`src/rtl/stream_cache_read_gate_if.sv`:
```
// Writer-token link and read-request link of the cache read gate.
// master drives tokens/req_ready; slave is the gate itself.
interface stream_cache_read_gate_if #(
  parameter int LEN_BITS  = 32,
  parameter int MAX_BURST = 4096,
  parameter int BUF_BYTES = 1 << 20
);
  localparam int OFF_W = $clog2(BUF_BYTES);
  localparam int RL_W  = $clog2(MAX_BURST) + 1;

  logic [LEN_BITS-1:0] len_data;
  logic                len_valid;
  logic                len_ready;
  logic                req_valid;
  logic                req_ready;
  logic [OFF_W-1:0]    req_offset;
  logic [RL_W-1:0]     req_len;

  modport master (
    output len_data, len_valid, req_ready,
    input  len_ready, req_valid, req_offset, req_len
  );

  modport slave (
    input  len_data, len_valid, req_ready,
    output len_ready, req_valid, req_offset, req_len
  );
endinterface

```
`src/rtl/stream_cache_read_gate.sv`:
```
// Turns committed-byte tokens into bounded ring-buffer read requests.
// Requests never cross the ring end and are held stable until taken.
module stream_cache_read_gate #(
  parameter int LEN_BITS    = 32,
  parameter int CREDIT_BITS = 40,
  parameter int MAX_BURST   = 4096,
  parameter int BUF_BYTES   = 1 << 20
) (
  input  logic                   clk,
  input  logic                   rst_n,
  input  logic                   flush,
  output logic [CREDIT_BITS-1:0] credit,
  stream_cache_read_gate_if.slave bus
);
  localparam int OFF_W = $clog2(BUF_BYTES);
  localparam int RL_W  = $clog2(MAX_BURST) + 1;

  localparam logic [CREDIT_BITS-1:0] LIMIT =
    {CREDIT_BITS{1'b1}} -
    CREDIT_BITS'({LEN_BITS{1'b1}});
  localparam logic [CREDIT_BITS-1:0] BURST_C =
    CREDIT_BITS'(MAX_BURST);
  localparam logic [CREDIT_BITS-1:0] BUF_C =
    CREDIT_BITS'(BUF_BYTES);

  typedef enum logic {IDLE, REQ} state_t;

  state_t                 state, state_n;
  logic [CREDIT_BITS-1:0] credit_q, credit_n;
  logic [OFF_W-1:0]       offset, offset_n;
  logic [OFF_W-1:0]       roff, roff_n;
  logic [RL_W-1:0]        rlen, rlen_n;

  logic                   tok;
  logic                   hs;
  logic                   go;
  logic [CREDIT_BITS-1:0] add;
  logic [CREDIT_BITS-1:0] sub;
  logic [CREDIT_BITS-1:0] room;
  logic [CREDIT_BITS-1:0] pick;

  // Headroom check on registered credit; rst_n gates it low in reset.
  assign bus.len_ready = rst_n & (credit_q <= LIMIT);
  assign bus.req_valid = (state == REQ);
  assign bus.req_offset = roff;
  assign bus.req_len    = rlen;
  assign credit         = credit_q;

  assign tok = bus.len_valid & bus.len_ready;
  assign hs  = (state == REQ) & bus.req_ready;
  assign go  = (credit_q >= BURST_C) |
               (flush & (credit_q != '0));

  // Request size: limited by credit, burst and distance to ring end.
  always_comb begin
    room = BUF_C - CREDIT_BITS'(offset);
    pick = (credit_q < BURST_C) ? credit_q : BURST_C;
    if (room < pick) pick = room;
  end

  // Next-state, credit bookkeeping and request latching.
  always_comb begin
    state_n  = state;
    offset_n = offset;
    roff_n   = roff;
    rlen_n   = rlen;
    add      = tok ? CREDIT_BITS'(bus.len_data) : '0;
    sub      = hs ? CREDIT_BITS'(rlen) : '0;
    credit_n = credit_q + add - sub;
    unique case (state)
      IDLE: begin
        if (go) begin
          state_n = REQ;
          roff_n  = offset;
          rlen_n  = pick[RL_W-1:0];
        end
      end
      REQ: begin
        if (bus.req_ready) begin
          state_n  = IDLE;
          offset_n = offset + OFF_W'(rlen);
        end
      end
      default: state_n = IDLE;
    endcase
  end

  // State register; reset drops any pending request and all credit.
  always_ff @(posedge clk or negedge rst_n) begin
    if (!rst_n) begin
      state    <= IDLE;
      credit_q <= '0;
      offset   <= '0;
      roff     <= '0;
      rlen     <= '0;
    end else begin
      state    <= state_n;
      credit_q <= credit_n;
      offset   <= offset_n;
      roff     <= roff_n;
      rlen     <= rlen_n;
    end
  end
endmodule
```
`src/flat_wrapper.sv`:
```
// flat-port wrapper written by rule: the top's interface ports become plain ports
module stream_cache_read_gate_flat 
#(
  parameter int LEN_BITS    = 32,
  parameter int CREDIT_BITS = 40,
  parameter int MAX_BURST   = 4096,
  parameter int BUF_BYTES   = 1 << 20
)
  (clk, rst_n, flush, credit, bus_len_data, bus_len_valid, bus_req_ready, bus_len_ready, bus_req_valid, bus_req_offset, bus_req_len);
  stream_cache_read_gate_if #(.LEN_BITS(LEN_BITS), .MAX_BURST(MAX_BURST), .BUF_BYTES(BUF_BYTES)) bus_i ();
  input  logic clk;
  input  logic rst_n;
  input  logic flush;
  output logic [CREDIT_BITS-1:0] credit;
  input wire logic [$bits(bus_i.len_data)-1:0] bus_len_data;
  input wire logic [$bits(bus_i.len_valid)-1:0] bus_len_valid;
  input wire logic [$bits(bus_i.req_ready)-1:0] bus_req_ready;
  output wire logic [$bits(bus_i.len_ready)-1:0] bus_len_ready;
  output wire logic [$bits(bus_i.req_valid)-1:0] bus_req_valid;
  output wire logic [$bits(bus_i.req_offset)-1:0] bus_req_offset;
  output wire logic [$bits(bus_i.req_len)-1:0] bus_req_len;
  assign bus_i.len_data = bus_len_data;
  assign bus_i.len_valid = bus_len_valid;
  assign bus_i.req_ready = bus_req_ready;
  assign bus_len_ready = bus_i.len_ready;
  assign bus_req_valid = bus_i.req_valid;
  assign bus_req_offset = bus_i.req_offset;
  assign bus_req_len = bus_i.req_len;
  stream_cache_read_gate #(.LEN_BITS(LEN_BITS), .CREDIT_BITS(CREDIT_BITS), .MAX_BURST(MAX_BURST), .BUF_BYTES(BUF_BYTES)) u_core (.clk(clk), .rst_n(rst_n), .flush(flush), .credit(credit), .bus(bus_i));
endmodule
```
`config.mk`:
```
export PLATFORM = sky130hd
export DESIGN_NAME = stream_cache_read_gate_flat
export DESIGN_NICKNAME = d
export VERILOG_FILES = /design/src/rtl/stream_cache_read_gate_if.sv /design/src/rtl/stream_cache_read_gate.sv /design/src/flat_wrapper.sv
export SDC_FILE = /design/constraint.sdc
export NUM_CORES = 1
export LEC_CHECK = 0
export BUFFER_PORTS_ARGS = -buffer_cell sky130_fd_sc_hd__buf_2
export CELL_PAD_IN_SITES_DETAIL_PLACEMENT = 1
export CELL_PAD_IN_SITES_GLOBAL_PLACEMENT = 1
export CORE_MARGIN = 8
export CORE_UTILIZATION = 48
export CTS_CLUSTER_SIZE = 14
export DETAILED_ROUTE_END_ITERATION = 6
export PLACE_DENSITY_LB_ADDON = 0.1
export SYNTH_ARGS = -nofsm -noshare
export SYNTH_HDL_FRONTEND = slang
export SYNTH_SLANG_ARGS = --single-unit
```
`constraint.sdc`:
```
create_clock -name clk -period 13.3 [get_ports clk]
set_clock_uncertainty 0.2 [all_clocks]
set_input_delay 1.995 -clock clk [delete_from_list [all_inputs] [get_ports clk]]
set_output_delay 1.995 -clock clk [all_outputs]
set_load 0.1 [all_outputs]
```
==> impl_metrics.sql <==
INSERT INTO impl_metrics (metric_group, metric, value, unit) VALUES
('sta', 'rsz0062_at_grt', 'false', ''),
('grt', 'grt_remaining_overflow', '0', ''),
('cts', 'clock-sinks', '94', ''),
('cts', 'cts_root_buffer', 'clkbuf_16', ''),
('logic_synthesis', 'ys_warn_count', '0', ''),
('setup_path', 'timing.critical_path.buf_inv', '2', ''),
('setup_path', 'crit_path_max_incr_delay', '800', 'ps'),
('logic_synthesis', 'synth.avg_cell_area', '8.734', 'um2'),
('logic_synthesis', 'ys_seq_area_frac', '0.2966', ''),
('grt', 'vias_in_the_first_global_route', '7241', ''),
('floorplan', 'floorplan.initialDensity', '0.4851', ''),
('layout', 'final_layout_size_suffix_gt1_frac', '0.1592', ''),
('cts', 'cts.htree.levels', '3', ''),
('cts', 'clkTransAtPathRegs', '70', 'ps'),
('setup_path', 'worst_r2r_path_depth', '17', ''),
('grt', 'first_pass_grt_wire_length', '38640', 'um'),
('floorplan', 'ios', '112', ''),
('logic_synthesis', 'ys_ff_latch', '94', ''),
('cts', 'cts.hold.buffers_added', '0', ''),
('floorplan', 'num_rows', '47', ''),
('status', 'status', 'completed', ''),
('setup_path', 'cp_data_arrival_time', '6810', 'ps'),
('sta', 'timing.final.max_slew_violations', '0', ''),
('sta', 'period_minus_slack', '6744', 'ps'),
('logic_synthesis', 'synth_edf_count', '0', ''),
('routing', 'drc', '0', ''),
('sta', 'max_freq', '0.1483', 'GHz'),
('routing', 'drt_iter0_markers', '265', ''),
('setup_path', 'cpMaxStageDelayCell', 'and2_1', ''),
('cts', 'tritoncts', 'done', ''),
('logic_synthesis', 'synth_async_sr_flop_share', '1.000', ''),
('sta', 'timing.final.setup_violations', '0', ''),
('setup_path', 'worstPathCellList', 'buf_4, o21a_1, and2_1, nand2_1, ha_1, inv_1, ha_1, a21oi_1, nand2_1, o311ai_0, nand3_1, o21ai_1, o21ai_0, o221ai_1, xor2_1', ''),
('layout', 'antennaDiodeCount', '0', ''),
('routing', 'route.final.wire_length', '23780', 'um'),
('sta', 'post-route-period-util', '0.5070', ''),
('place', 'portBuffers', '111', ''),
('logic_synthesis', 'synth_top_cell_by_area', 'dfrtp_1', ''),
('floorplan', 'floorplan.core_area', '16350', 'um2'),
('grt', 'grt_util_all_layers', '0.2369', ''),
('sta', 'slew_limit_headroom', '0.2557', ''),
('logic_synthesis', 'synthTopCellsByArea', 'dfrtp_1 (30%), ha_1 (16%), xnor2_1 (6.0%)', ''),
('layout', 'fill_cells', '2046', ''),
('setup_path', 'path_depth', '15', ''),
('logic_synthesis', 'synth.net_count', '1062', ''),
('setup_path', 'crit_type', 'in2reg', ''),
('logic_synthesis', 'synthFlopType', 'dfrtp_1', ''),
('cts', 'clock_latency', '350', 'ps'),
('place', 'post-dp-hpwl', '18870', 'um'),
('grt', 'largest_net_degree_at_the_start_of_global_routing', '50', ''),
('place', 'place.gp.congestion', '0.8785', ''),
('min_path', 'min_delay_path_depth', '2', ''),
('grt', 'grt_antenna_before_repair', '1', ''),
('cts', 'tritoncts.num_buffers', '9', ''),
('setup_path', 'critPathLaunchType', 'input port', ''),
('layout', 'area_delta_synth_final', '13.27', '%'),
('cts', 'cts.repair.resized', '0', ''),
('sta', 'slew_at_the_pin_with_the_worst_max_slew_slack', '1117', 'ps'),
('sta', 'fin_tns_setup', '0', 'ps'),
('logic_synthesis', 'synth_top_cell_area_share', '0.2966', ''),
('min_path', 'hold_class', 'reg2reg', ''),
('floorplan', 'floorplan.die.width', '144.5', 'um'),
('routing', 'drt-wirelength-per-cell', '19.32', 'um'),
('layout', 'nNetsFinal', '1160', ''),
('setup_path', 'crit_path_max_fanout', '49', ''),
('logic_synthesis', 'synthesis.area', '7930', 'um2'),
('floorplan', 'area_of_the_die', '20890', 'um2'),
('sta', 'hold_viol_final', '0', ''),
('setup_path', 'cp_data_required_time', '13370', 'ps'),
('cts', 'clock_path_buffers', '2', ''),
('routing', 'vias_post_dr', '7000', ''),
('routing', 'via_per_inst', '5.686', ''),
('cts', 'postCtsSetupBuffers', '0', ''),
('logic_synthesis', 'synth.lib_cells_used.distinct', '56', ''),
('floorplan', 'fp.dieH', '144.5', 'um'),
('setup_path', 'timing.critical_path.max_delay_family', 'compound AO/OA/AOI/OAI gates', ''),
('logic_synthesis', 'postSynthCellCount', '908', ''),
('routing', 'detail_route.first_pass.iterations', '5', ''),
('run', 'max-cap-violations', '0', ''),
('setup_path', 'worst_setup_ep_type', 'flop', ''),
('routing', 'antenna_left', '0', '');
-- state kept, by name, indices dropped and copies added, names as in the netlist --
name	cells
u_core.bus.req_len	13
u_core.credit	40
u_core.bus.req_offset	20
u_core.bus.req_valid	1
u_core.offset	20
-- worst paths after layout --
kind / from / end / slack [ps]
worst max-delay path: rst_n / u_core.credit[39]$_DFF_PN0_ / 6560
worst min-delay path: u_core.bus.req_offset[1]$_DFFE_PN0P_ / u_core.bus.req_offset[1]$_DFFE_PN0P_ / 290
worst max register to register: u_core.credit[25]$_DFF_PN0_ / u_core.credit[39]$_DFF_PN0_ / 7310
worst min register to register: u_core.bus.req_offset[1]$_DFFE_PN0P_ / u_core.bus.req_offset[1]$_DFFE_PN0P_ / 290
max in group asynchronous: rst_n / u_core.credit[16]$_DFF_PN0_ / 10290
min in group asynchronous: rst_n / u_core.bus.req_offset[4]$_DFFE_PN0P_ / 1450
-- worst reg2reg max path, stage by stage (launching register included) --
cell	delay [ps]
dfrtp_1	410
nor4_1	460
nand3_1	270
nor3_1	350
o21a_1	350
and2_1	800
nand2_1	160
ha_1	310
inv_1	40
ha_1	370
a21oi_1	400
nand2_1	160
o311ai_0	520
nand3_1	160
o21ai_1	300
o21ai_0	210
o221ai_1	270
xor2_1	180
-- cells in the final DEF (no fill, tap or decap), drive strengths merged, types with 4 or more instances in the layout --
cell and instances:
nor3 20, a21o 24, xor2 16, xnor2 54, o21ai 42, and2 8
and3 20, mux2 18, o21a 5, inv 101, or3 5, nand2b 8
nand4 11, clkbuf 10, ha 103, o211ai 11, nor3b 14, a211oi 7
nor4 15, nand3 19, nor2 44, a21oi 57, nand2 108, fa 14
a31oi 6, or4 4, nor2b 6, o21bai 9, dfrtp 94, a221o 13
buf 115
-- kinds of logic after synthesis --
logic type | after synthesis | share of synthesized area
AO/OA/AOI/OAI | 193 | 0.1611
XOR/XNOR | 70 | 0.07731
adder cells (fa/ha/maj) | 117 | 0.1979
buffers and inverters | 128 | 0.06280
flip-flops | 94 | 0.2966
multiplexers | 18 | 0.02556
AND/OR/NAND/NOR | 288 | 0.1788
-- stage by stage --
stage	setup slack, ps	area (um2)	hold WS (ps)	instances	utilization
after floorplan	7419	7930	296.6	908	-
after global placement	6407	8675	259.5	1215	0.5306
after detailed placement	6166	8675	272.5	1215	0.5306
after CTS	6518	8982	292.7	1231	0.5494
after global routing	5931	8982	318.8	1231	0.5494
final	6556	8982	286.2	1231	0.5494
-- synthesized netlist by cell type (all sizes together), types with 7 or more instances --
cell and n:
o211ai 11, inv 100, nand3 19, nor3 20, o21ai 42, ha 103, o21bai 9, nand2b 8
and3 20, mux2 18, xnor2 54, a21o 24, a211oi 7, and2 8, dfrtp 94, nor2 44
nand2 108, a21oi 57, nor4 15, fa 14, clkbuf 22, nor3b 14, a221o 13, nand4 11
xor2 16
-- routing by layer --
metal / up-vias / share of wire / GRT usage
met5: - / 0.00055 / 0
met4: 2 / 0.017 / 0.06572
met3: 24 / 0.043 / 0.03367
met2: 124 / 0.46 / 0.3794
met1: 3492 / 0.48 / 0.3264
li1: 3358 / - / -
-- cell type report --
class | count | area (um2) | area share
Multi-Input combinational cell | 686 | 5084 | 0.5660
Sequential cell | 94 | 2352 | 0.2619
Timing Repair Buffer | 115 | 588.1 | 0.06547
Inverter | 100 | 375.4 | 0.04179
Tap cell | 220 | 275.3 | 0.03064
Clock buffer | 10 | 239.0 | 0.02661
Clock inverter | 6 | 68.82 | 0.007661
Power is not shown: default switching activity piles up to over one toggle a cycle in this logic, so the estimate is an artifact.
